File: src/rtl/rr_arbiter_lock_if.sv
// Request/grant bundle between N requesters and rr_arbiter_lock.
// master = requester side, slave = arbiter side.
interface rr_arbiter_lock_if #(
    parameter int N = 8
);
    localparam int IW = (N > 1) ? $clog2(N) : 1;

    logic [N-1:0]  req;
    logic [N-1:0]  last;
    logic [N-1:0]  grant;
    logic          grant_vld;
    logic [IW-1:0] grant_idx;

    modport master (
        output req,
        output last,
        input  grant,
        input  grant_vld,
        input  grant_idx
    );

    modport slave (
        input  req,
        input  last,
        output grant,
        output grant_vld,
        output grant_idx
    );
endinterface

File: src/rtl/rr_arbiter_lock.sv
// Round-robin arbiter holding each grant until last, request drop or burst limit.
// Optional burst limit compiled in with `define RR_ARB_BURST_LIMIT_EN.
module rr_arbiter_lock #(
    parameter int N         = 8,
    parameter int MAX_BURST = 4
) (
    input logic              clk,
    input logic              rstn,
    rr_arbiter_lock_if.slave bus
);
    localparam int IW = (N > 1) ? $clog2(N) : 1;

    typedef enum logic {
        IDLE = 1'b0,
        OWN  = 1'b1
    } state_t;

    state_t        state, state_nx;
    logic [N-1:0]  grant, grant_nx;
    logic          grant_vld;
    logic [IW-1:0] grant_idx, idx_nx;
    logic [IW-1:0] ptr, ptr_nx, ptr_inc, srch_ptr;
    logic [IW:0]   srch;
    logic          owner_rel;
    logic          burst_done;

`ifdef RR_ARB_BURST_LIMIT_EN
    localparam int CW = $clog2(MAX_BURST + 1);

    logic [CW-1:0] cnt, cnt_nx;

    assign burst_done = (cnt == CW'(MAX_BURST));
`else
    // MAX_BURST only matters when the burst limit is built in.
    logic unused_max_burst;

    assign unused_max_burst = (MAX_BURST > 0);
    assign burst_done       = 1'b0;
`endif

    // Returns {found, index} of the first request at or after p, wrapping mod N.
    function automatic logic [IW:0] rr_search(input logic [N-1:0] r, input logic [IW-1:0] p);
        logic          found;
        logic [IW-1:0] idx;
        logic [IW-1:0] pos;
        found = 1'b0;
        idx   = '0;
        for (int i = 0; i < N; i++) begin
            pos = IW'((int'(p) + i) % N);
            if (!found && r[pos]) begin
                found = 1'b1;
                idx   = pos;
            end
        end
        return {found, idx};
    endfunction

    function automatic logic [N-1:0] onehot(input logic [IW-1:0] idx);
        logic [N-1:0] v;
        v      = '0;
        v[idx] = 1'b1;
        return v;
    endfunction

    // On release the old owner becomes lowest priority, so the search starts just past it.
    assign ptr_inc   = (grant_idx == IW'(N - 1)) ? '0 : grant_idx + IW'(1);
    assign srch_ptr  = (state == OWN) ? ptr_inc : ptr;
    assign srch      = rr_search(bus.req, srch_ptr);
    assign owner_rel = !bus.req[grant_idx] || bus.last[grant_idx] || burst_done;

    always_comb begin
        state_nx = state;
        grant_nx = grant;
        idx_nx   = grant_idx;
        ptr_nx   = ptr;
`ifdef RR_ARB_BURST_LIMIT_EN
        cnt_nx   = cnt;
`endif
        unique case (state)
            IDLE: begin
                if (srch[IW]) begin
                    state_nx = OWN;
                    grant_nx = onehot(srch[IW-1:0]);
                    idx_nx   = srch[IW-1:0];
`ifdef RR_ARB_BURST_LIMIT_EN
                    cnt_nx   = CW'(1);
`endif
                end
            end
            OWN: begin
                if (owner_rel) begin
                    ptr_nx = ptr_inc;
                    if (srch[IW]) begin
                        grant_nx = onehot(srch[IW-1:0]);
                        idx_nx   = srch[IW-1:0];
`ifdef RR_ARB_BURST_LIMIT_EN
                        cnt_nx   = CW'(1);
`endif
                    end else begin
                        state_nx = IDLE;
                        grant_nx = '0;
                        idx_nx   = '0;
`ifdef RR_ARB_BURST_LIMIT_EN
                        cnt_nx   = '0;
`endif
                    end
                end else begin
`ifdef RR_ARB_BURST_LIMIT_EN
                    if (cnt != CW'(MAX_BURST)) cnt_nx = cnt + CW'(1);
`endif
                end
            end
            default: begin
                state_nx = IDLE;
            end
        endcase
    end

    always_ff @(posedge clk or negedge rstn) begin
        if (!rstn) begin
            state     <= IDLE;
            grant     <= '0;
            grant_vld <= 1'b0;
            grant_idx <= '0;
            ptr       <= '0;
`ifdef RR_ARB_BURST_LIMIT_EN
            cnt       <= '0;
`endif
        end else begin
            state     <= state_nx;
            grant     <= grant_nx;
            grant_vld <= |grant_nx;
            grant_idx <= idx_nx;
            ptr       <= ptr_nx;
`ifdef RR_ARB_BURST_LIMIT_EN
            cnt       <= cnt_nx;
`endif
        end
    end

    assign bus.grant     = grant;
    assign bus.grant_vld = grant_vld;
    assign bus.grant_idx = grant_idx;

endmodule
File: src/flat_wrapper.sv
// flat-port wrapper written by rule: the top's interface ports become plain ports
module rr_arbiter_lock_flat 
#(
    parameter int N         = 8,
    parameter int MAX_BURST = 4
)
  (clk, rstn, bus_req, bus_last, bus_grant, bus_grant_vld, bus_grant_idx);
  rr_arbiter_lock_if #(.N(N)) bus_i ();
  input logic clk;
  input logic rstn;
  input wire logic [$bits(bus_i.req)-1:0] bus_req;
  input wire logic [$bits(bus_i.last)-1:0] bus_last;
  output wire logic [$bits(bus_i.grant)-1:0] bus_grant;
  output wire logic [$bits(bus_i.grant_vld)-1:0] bus_grant_vld;
  output wire logic [$bits(bus_i.grant_idx)-1:0] bus_grant_idx;
  assign bus_i.req = bus_req;
  assign bus_i.last = bus_last;
  assign bus_grant = bus_i.grant;
  assign bus_grant_vld = bus_i.grant_vld;
  assign bus_grant_idx = bus_i.grant_idx;
  rr_arbiter_lock #(.N(N), .MAX_BURST(MAX_BURST)) u_core (.clk(clk), .rstn(rstn), .bus(bus_i));
endmodule
File: config.mk
export PLATFORM = sky130hd
export DESIGN_NAME = rr_arbiter_lock_flat
export DESIGN_NICKNAME = d
export VERILOG_FILES = /design/src/rtl/rr_arbiter_lock_if.sv /design/src/rtl/rr_arbiter_lock.sv /design/src/flat_wrapper.sv
export SDC_FILE = /design/constraint.sdc
export NUM_CORES = 1
export LEC_CHECK = 0
export ABC_AREA = 1
export CAP_MARGIN = 10
export CORE_MARGIN = 2
export CORE_UTILIZATION = 60
export CTS_BUF_LIST = sky130_fd_sc_hd__clkbuf_4 sky130_fd_sc_hd__clkbuf_8
export CTS_CLUSTER_SIZE = 16
export DETAILED_ROUTE_END_ITERATION = 7
export GPL_TIMING_DRIVEN = 1
export MAX_ROUTING_LAYER = met4
export PLACE_DENSITY_LB_ADDON = 0.15
export SLEW_MARGIN = 20
export SYNTH_ARGS = -nofsm -noshare
export SYNTH_HDL_FRONTEND = slang
export SYNTH_SLANG_ARGS = --single-unit
File: constraint.sdc
create_clock -name clk -period 8.9 [get_ports clk]
set_input_delay 1.335 -clock clk [delete_from_list [all_inputs] [get_ports clk]]
set_output_delay 1.335 -clock clk [all_outputs]
set_load 0.005 [all_outputs]
==> impl_metrics.env, run 1 <==
export IMPL_yosys_cell_count_top_type="nand2_1"
export IMPL_netlist_area_sq_um=2000
export IMPL_finish_instance_area_sq_um=2310
export IMPL_antenna_cells=0
export IMPL_synthesis_nets=342
export IMPL_cp_data_arrival_time_ps=4400
export IMPL_timing_final_crit_share=0.473
export IMPL_critical_path_class="reg -> reg"
export IMPL_netlist_top_cells_count="87 x nand2_1, 72 x nand3_1, 33 x inv_1"
export IMPL_fill_cells=297
export IMPL_start_kind="register"
export IMPL_synthFlopType="dfrtp_1"
export IMPL_ys_seq_area_frac=0.201
export IMPL_drive_above_1_share=0.125
export IMPL_cp_end_kind="register"
export IMPL_hold_violations=0
export IMPL_ant_nets=0
export IMPL_ctsHoldBuffers=0
export IMPL_antenna_found_initial=0
export IMPL_critPathMaxFanout=16
export IMPL_netlist_top_cell_by_area="dfrtp_1"
export IMPL_num_vias=2176
export IMPL_drt_total_wl_mm=5.32
export IMPL_path_clk_slew_ps=90
export IMPL_setup_violations=0
export IMPL_tritoncts="done"
export IMPL_ios=30
export IMPL_min_from="u_core.ptr[2]$_DFFE_PN0P_"
export IMPL_min_path_type="reg -> reg"
export IMPL_ys_async_sr_fraction=1.00
export IMPL_synthTopCellsByArea="dfrtp_1 20%, nand3_1 18%, nand2_1 16%, inv_1 6.2%, nor2_1 5.8%"
export IMPL_worstRegToRegCells=22
export IMPL_grt_use_total=0.313
export IMPL_timing_rr_start="u_core.bus.grant_idx[0]$_DFFE_PN0P_"
export IMPL_avgSynthCellArea_sq_um=6.24
export IMPL_gr_total_overflow=0
export IMPL_cts_resized_gates=0
export IMPL_hold_end="u_core.ptr[2]$_DFFE_PN0P_"
export IMPL_final_nets=368
export IMPL_maxSlewHeadroom=0.544
export IMPL_htreeDepth=1
export IMPL_clock_latency_ps=290
export IMPL_drcViolationCount=0
export IMPL_fin_util=0.746
export IMPL_grt_pass1_wl_mm=8.54
export IMPL_clock_root_buffer="clkbuf_4"
export IMPL_synth_top_area_frac=0.201
export IMPL_clockBufferDepth=2
export IMPL_die_area_sq_um=3810
export IMPL_hold_depth=2
export IMPL_ys_types=34
export IMPL_required_ps=9090
export IMPL_status="complete, no violations"
export IMPL_place_congestion=0.971
export IMPL_die_w_microns=61.7
export IMPL_rsz0062_at_grt="false"
export IMPL_grt_max_degree=17
export IMPL_initial_utilization=0.644
export IMPL_die_y_microns=61.7
export IMPL_wl_per_cell_microns=13.7
export IMPL_r2r_end="u_core.bus.grant_vld$_DFF_PN0_"
export IMPL_hpwlAfterDp_mm=4.26
export IMPL_final_max_slew_viol_count=0
export IMPL_cp_startpoint="u_core.bus.grant_idx[0]$_DFFE_PN0P_"
export IMPL_setup_tns_ps=0
export IMPL_io_buffers=29
export IMPL_synth_cells=320
export IMPL_fin_skew_ps=7.20
export IMPL_core_area_sq_um=3100
export IMPL_min_period_ps=4210
export IMPL_synth_edf_count=0
export IMPL_max_freq_mhz=237
export IMPL_postCtsSetupBuffers=0
export IMPL_yosys_warnings=0
export IMPL_vias_per_cell=5.59
export IMPL_drtIter0Drc=221
export IMPL_cap_violations=0
export IMPL_clock_sinks=16
export IMPL_dr_pass1_iters=5
export IMPL_r2r_slack_ps=4690
export IMPL_syn2layout_area_growth_pct=15.9
export IMPL_grt_pass1_vias=1969
export IMPL_place_area_sq_um=2280
export IMPL_tightest_slew_ps=682
export IMPL_numCtsBuffers=3
export IMPL_rows=20
export IMPL_ys_ff_latch=16
cell type report:
| cell class | instances | area, sq um | area share |
|---|---|---|---|
| clock buffer | 4 | 36.3 | 0.0157 |
| inverter | 43 | 163 | 0.0703 |
| multi-input combinational | 253 | 1370 | 0.592 |
| sequential | 16 | 400 | 0.173 |
| tap | 44 | 55.1 | 0.0238 |
| timing repair buffer | 29 | 290 | 0.125 |
through the flow:
step,hold slack [ps],worst slack (ps),instances
final,491,4690,389
after global routing,540,4320,389
after CTS,495,4750,389
after detailed placement,477,4750,385
after global placement,462,4850,385
after floorplan,442,5500,320
layer usage:
metal | GRT usage | part of all wire
met5 | - | 0
met4 | 0.116 | 0.012
met3 | 0.0393 | 0.053
met2 | 0.534 | 0.49
met1 | 0.379 | 0.44
worst max-delay path, cell delays in order, from the launching register on:
cell and delay [ps]:
dfrtp_1 490, ha_1 250, ha_1 210, nor2_2 140
nand2_2 210, nand2_4 220, inv_1 90, ha_1 440
clkinv_1 290, nand3_1 210, nand3_1 90, nand2_1 200
nand4_2 170, nor2_4 170, nand4_2 140, nand3_1 100
nand2_1 130, nand2_1 130, nor2_1 50, nor2_1 130
nand2_1 90, nor2_1 100, nand2_1 60
worst max path at each step:
stage                     cells past startpoint  slack, ps                             end
after floorplan                              23       5500  u_core.bus.grant_vld$_DFF_PN0_
after global placement                       21       4850  u_core.bus.grant_vld$_DFF_PN0_
after detailed placement                     21       4750  u_core.bus.grant_vld$_DFF_PN0_
after CTS                                    21       4750  u_core.bus.grant_vld$_DFF_PN0_
after global routing                         22       4320  u_core.bus.grant_vld$_DFF_PN0_
final                                        22       4690  u_core.bus.grant_vld$_DFF_PN0_
placed cells by master (no fill, tap or decap), types with 3 or more instances in the layout:
cell type,netlist,final
dfrtp_1,16,16
nand3_2,5,5
ha_1,4,4
nor2_2,4,4
nand3_1,72,72
clkdlybuf4s50_1,0,29
nand2_1,87,87
nand2_4,4,4
nor2_1,31,31
clkbuf_4,0,3
inv_2,6,6
nor2_4,3,3
nand2_2,8,8
o221ai_1,4,4
nand4_1,8,8
inv_1,33,33
clkinv_1,3,3
o21ai_0,5,5
kinds of logic (layout without fill, tap and decap cells):
kind of cell             Yosys count  count (layout)  synth area share
AO/OA/AOI/OAI                     15              15            0.0558
XOR/XNOR                           4               4            0.0307
adder cells (fa/ha/maj)            4               4            0.0251
buffers and inverters             51              76             0.113
flip-flops                        16              16             0.200
AND/OR/NAND/NOR                  230             230             0.575
sequential cells by signal, indices dropped and copies added, names as in the netlist:
register,cells
u_core.state,1
u_core.ptr,3
u_core.bus.grant_vld,1
u_core.bus.grant_idx,3
u_core.bus.grant,8
Power of run 1 is left out: the tool's default activity adds up to more than one toggle a clock period on the data nets, which glitch-free logic cannot reach.
==> inputs of run 2 (changes only) <==
- CORE_UTILIZATION: 60 -> 57
- clock period: 8.9 -> 4.23 ns (I/O delays scaled with it)
==> impl_metrics.env, run 2 (synthesis results as in run 1) <==
export IMPL_maxSlewHeadroom=0.514
export IMPL_drt_total_wl_mm=5.35
export IMPL_drtIter0Drc=272
export IMPL_num_vias=2202
export IMPL_final_nets=372
export IMPL_initial_utilization=0.594
export IMPL_ctsHoldBuffers=0
export IMPL_clockBufferDepth=2
export IMPL_grt_use_total=0.296
export IMPL_min_path_type="reg -> reg"
export IMPL_largest_reg_flops=8
export IMPL_wl_per_cell_microns=13.6
export IMPL_max_freq_mhz=260
export IMPL_timing_final_crit_share=0.910
export IMPL_finalNonFillerCells=394
export IMPL_die_y_microns=63.2
export IMPL_numCtsBuffers=3
export IMPL_die_w_microns=63.2
export IMPL_fin_util=0.696
export IMPL_grt_pass1_vias=2089
export IMPL_final_max_slew_viol_count=0
export IMPL_setup_tns_ps=0
export IMPL_place_area_sq_um=2310
export IMPL_cp_end_kind="register"
export IMPL_setup_violations=0
export IMPL_cts_resized_gates=0
export IMPL_path_clk_slew_ps=90
export IMPL_critical_path_class="reg -> reg"
export IMPL_htreeDepth=1
export IMPL_die_area_sq_um=3990
export IMPL_finish_instance_area_sq_um=2340
export IMPL_status="complete, no violations"
export IMPL_ant_nets=0
export IMPL_crit_chain="ha_1, ha_1, nor2_2, nand2_2, nand2_4, inv_1, ha_2, clkinvlp_4, nand3_1, nand3_1, nand2_1, nand4_2, nor2_4, nand4_2, nand3_1, nand2_1, nand2_1, nor2_1, nor2_1, nand2_1, nor2_1, nand2_1"
export IMPL_tightest_slew_ps=726
export IMPL_antenna_cells=0
export IMPL_hold_violations=0
export IMPL_fin_skew_ps=3.68
export IMPL_cp_common_cell="nand2_1"
export IMPL_grt_pass1_wl_mm=9.17
export IMPL_final_common_cell="nand2_1"
export IMPL_syn2layout_area_growth_pct=17.2
export IMPL_dr_pass1_iters=4
export IMPL_postCtsSetupBuffers=0
export IMPL_drcViolationCount=0
export IMPL_dp_cells=391
export IMPL_antenna_found_initial=0
export IMPL_critPathMaxFanout=16
export IMPL_clock_root_buffer="clkbuf_4"
export IMPL_rows=21
export IMPL_core_area_sq_um=3360
export IMPL_grt_max_degree=17
export IMPL_place_congestion=0.999
export IMPL_start_kind="register"
export IMPL_rsz0062_at_grt="false"
export IMPL_clock_latency_ps=290
export IMPL_slowest_stage="dfrtp_1"
export IMPL_cap_violations=0
export IMPL_min_period_ps=3850
export IMPL_hpwlAfterDp_mm=4.34
export IMPL_io_buffers=29
export IMPL_slowest_delay_ps=440
export IMPL_vias_per_cell=5.59
export IMPL_drive_above_1_share=0.138
export IMPL_clock_sinks=16
export IMPL_ios=30
export IMPL_largest_register="u_core.bus.grant"
export IMPL_cp_data_arrival_time_ps=4040
export IMPL_largestRegisters="u_core.bus.grant: 8 flops, u_core.bus.grant_idx: 3 flops, u_core.ptr: 3 flops"
export IMPL_final_cell_mix="87 x nand2_1, 72 x nand3_1, 33 x inv_1"
export IMPL_tritoncts="done"
export IMPL_required_ps=4420
export IMPL_gr_total_overflow=0
## run 2: cell types whose count changed in the layout (fill, tap and decap cells not counted), sizes merged
cell      before  now
buf            0    4
clkinvlp       0    1
clkinv         4    3
clkbuf         4    3
## run 2: final timing paths
path / startpoint / endpoint / slack, ps / cells after the start
min reg2reg: u_core.ptr[2]$_DFFE_PN0P_ / u_core.ptr[2]$_DFFE_PN0P_ / 480 / 2
max: u_core.bus.grant_idx[1]$_DFFE_PN0P_ / u_core.bus.grant_vld$_DFF_PN0_ / 380 / 22
max reg2reg: u_core.bus.grant_idx[1]$_DFFE_PN0P_ / u_core.bus.grant_vld$_DFF_PN0_ / 380 / 22
max in group asynchronous: rstn / u_core.bus.grant_idx[2]$_DFFE_PN0P_ / 3000 / 1
min in group asynchronous: rstn / u_core.bus.grant[0]$_DFF_PN0_ / 770 / 1
min: u_core.ptr[2]$_DFFE_PN0P_ / u_core.ptr[2]$_DFFE_PN0P_ / 480 / 2
## run 2: cell type report
cell class / count / area (sq um)
Clock buffer: 3 / 22.5
Fill cell: 323 / 1020
Inverter: 43 / 166
Multi-Input combinational cell: 253 / 1370
Sequential cell: 16 / 400
Tap cell: 46 / 57.6
Timing Repair Buffer: 33 / 320
## run 2: worst max-delay path: cells and delay by family, from the launching register on
family	cells	cell delay (ps)
buf+inv	2	280
flops	1	440
fa+ha+maj	3	840
simple gates	17	2170
## run 2: stage by stage
| stage | hold WS, ps | worst slack [ps] |
|---|---|---|
| floorplan | 339 | 827 |
| global placement | 459 | 445 |
| detailed placement | 469 | 274 |
| CTS | 490 | 257 |
| global route | 520 | 62.9 |
| finish | 482 | 380 |
## run 2: metal layers
metal | GRT usage | wire length (microns) | up-vias
met4 | 0.168 | 151 | 0
met5 | - | 0 | -
met2 | 0.479 | 2500 | 80
met3 | 0.0214 | 315 | 14
li1 | - | - | 1108
met1 | 0.368 | 2390 | 1000
Power of run 2 is left out for the same reason.
==> inputs of run 3 (changes only) <==
- CORE_ASPECT_RATIO: default -> 1.25
- GPL_TIMING_DRIVEN: 1 -> default
==> impl_metrics.env, run 3 (synthesis results as in run 1) <==
export IMPL_antenna_found_initial=0
export IMPL_path_clk_slew_ps=60
export IMPL_io_buffers=29
export IMPL_grt_pass1_wl_mm=9.88
export IMPL_ff_latch_area_sq_um=400
export IMPL_grt_max_degree=17
export IMPL_fin_util=0.694
export IMPL_cp_common_cell="nor2_1"
export IMPL_required_ps=4380
export IMPL_hold_depth=2
export IMPL_rows=24
export IMPL_multi_input_area_sq_um=1380
export IMPL_core_area_sq_um=3420
export IMPL_setup_tns_ps=0
export IMPL_die_y_microns=70.2
export IMPL_htreeDepth=1
export IMPL_rsz0062_at_grt="false"
export IMPL_final_max_slew_viol_count=0
export IMPL_worstRegToRegCells=23
export IMPL_critical_path_class="reg -> reg"
export IMPL_clock_latency_ps=260
export IMPL_place_congestion=0.939
export IMPL_largest_register="u_core.bus.grant"
export IMPL_clockBufferDepth=2
export IMPL_drive_above_1_share=0.138
export IMPL_wl_per_cell_microns=14.4
export IMPL_fill_cells=314
export IMPL_critPathMaxFanout=16
export IMPL_antenna_cells=0
export IMPL_final_nets=372
export IMPL_cp_data_arrival_time_ps=3950
export IMPL_dr_pass1_iters=4
export IMPL_min_path_type="reg -> reg"
export IMPL_hpwlAfterDp_mm=4.55
export IMPL_tritoncts="done"
export IMPL_dp_cells=384
export IMPL_clock_sinks=16
export IMPL_maxSlewHeadroom=0.514
export IMPL_die_w_microns=56.9
export IMPL_slowest_stage="dfrtp_1"
export IMPL_ant_nets=0
export IMPL_numCtsBuffers=3
export IMPL_crit_chain="ha_1, ha_1, nor2_2, nand2_4, nand2_8, inv_1, ha_1, buf_4, nand3_1, nand3_1, nand2_2, nor2_4, nand4_4, nor2_1, nor2_1, nand3_1, nand2_1, nand2_1, nor2_1, nor2_1, nand2_1, nor2_1, nand2_1"
export IMPL_slowest_delay_ps=420
export IMPL_fin_skew_ps=2.89
export IMPL_vias_per_cell=5.70
export IMPL_grt_use_total=0.322
export IMPL_status="complete, no violations"
export IMPL_cap_violations=0
export IMPL_drcViolationCount=0
export IMPL_final_cell_mix="87 x nand2_1, 72 x nand3_1, 33 x inv_1"
export IMPL_cp_end_kind="register"
export IMPL_min_period_ps=3800
export IMPL_gr_total_overflow=0
export IMPL_largest_reg_flops=8
export IMPL_largestRegisters="u_core.bus.grant: 8 flops, u_core.bus.grant_idx: 3 flops, u_core.ptr: 3 flops"
export IMPL_drt_total_wl_mm=5.59
export IMPL_tightest_slew_ps=727
export IMPL_timing_final_crit_share=0.898
export IMPL_clock_root_buffer="clkbuf_8"
export IMPL_drtIter0Drc=178
export IMPL_max_freq_mhz=263
export IMPL_initial_utilization=0.583
export IMPL_die_area_sq_um=4000
export IMPL_hold_violations=0
export IMPL_ios=30
export IMPL_num_vias=2212
export IMPL_setup_violations=0
export IMPL_start_kind="register"
export IMPL_finalNonFillerCells=388
export IMPL_syn2layout_area_growth_pct=18.9
export IMPL_grt_pass1_vias=2143
export IMPL_final_common_cell="nand2_1"
-- run 3: cell count changes in the layout (fill, tap and decap cells not counted) --
| cell | change |
|---|---|
| ha_2 | -1 |
| clkbuf_8 | +4 |
| clkbuf_4 | -3 |
| ha_1 | +1 |
| nand2_8 | +1 |
| nand2_2 | -1 |
-- run 3: final timing paths --
path | start | to | slack (ps)
max | u_core.bus.grant_idx[1]$_DFFE_PN0P_ | u_core.bus.grant_vld$_DFF_PN0_ | 430
min | u_core.ptr[2]$_DFFE_PN0P_ | u_core.ptr[2]$_DFFE_PN0P_ | 470
max reg2reg | u_core.bus.grant_idx[1]$_DFFE_PN0P_ | u_core.bus.grant_vld$_DFF_PN0_ | 430
min reg2reg | u_core.ptr[2]$_DFFE_PN0P_ | u_core.ptr[2]$_DFFE_PN0P_ | 470
max in group asynchronous | rstn | u_core.bus.grant_idx[1]$_DFFE_PN0P_ | 2960
min in group asynchronous | rstn | u_core.bus.grant[3]$_DFF_PN0_ | 810
-- run 3: worst max-delay path: cells and delay by family, from the launching register on --
family                     cells  cell delay [ps]
DFF                            1              420
and+or+nand+nor               18             2260
adders and majority gates      3              750
buffers and inverters          2              260
-- run 3: stage by stage --
| step | cell area, sq um | hold slack (ps) | setup WS (ps) |
|---|---|---|---|
| finish | 2370 | 473 | 430 |
| global route | 2370 | 513 | 23.3 |
| CTS | 2360 | 477 | 362 |
| detailed placement | 2300 | 465 | 360 |
| global placement | 2300 | 459 | 455 |
| floorplan | 2000 | 339 | 827 |
-- run 3: layer usage --
| layer | share of wire | wire length [microns] | track usage |
|---|---|---|---|
| met1 | 0.40 | 2220 | 0.377 |
| met3 | 0.048 | 266 | 0.0278 |
| met5 | 0 | 0 | - |
| met2 | 0.52 | 2920 | 0.547 |
| met4 | 0.033 | 187 | 0.160 |
-- run 3: area by class of cell --
cell class | instances | area share
timing repair buffer | 33 | 0.135
multi-input combinational | 253 | 0.583
sequential | 16 | 0.169
inverter | 43 | 0.0701
tap | 39 | 0.0205
clock buffer | 4 | 0.0232
-- run 3: timing repair --
action,CTS,global route
gates resized for setup,0,3
buffers inserted,0,0
hold endpoints to repair,0,0
endpoints found under the setup margin,0,1
hold buffers,0,0
Power of run 3 is left out for the same reason.
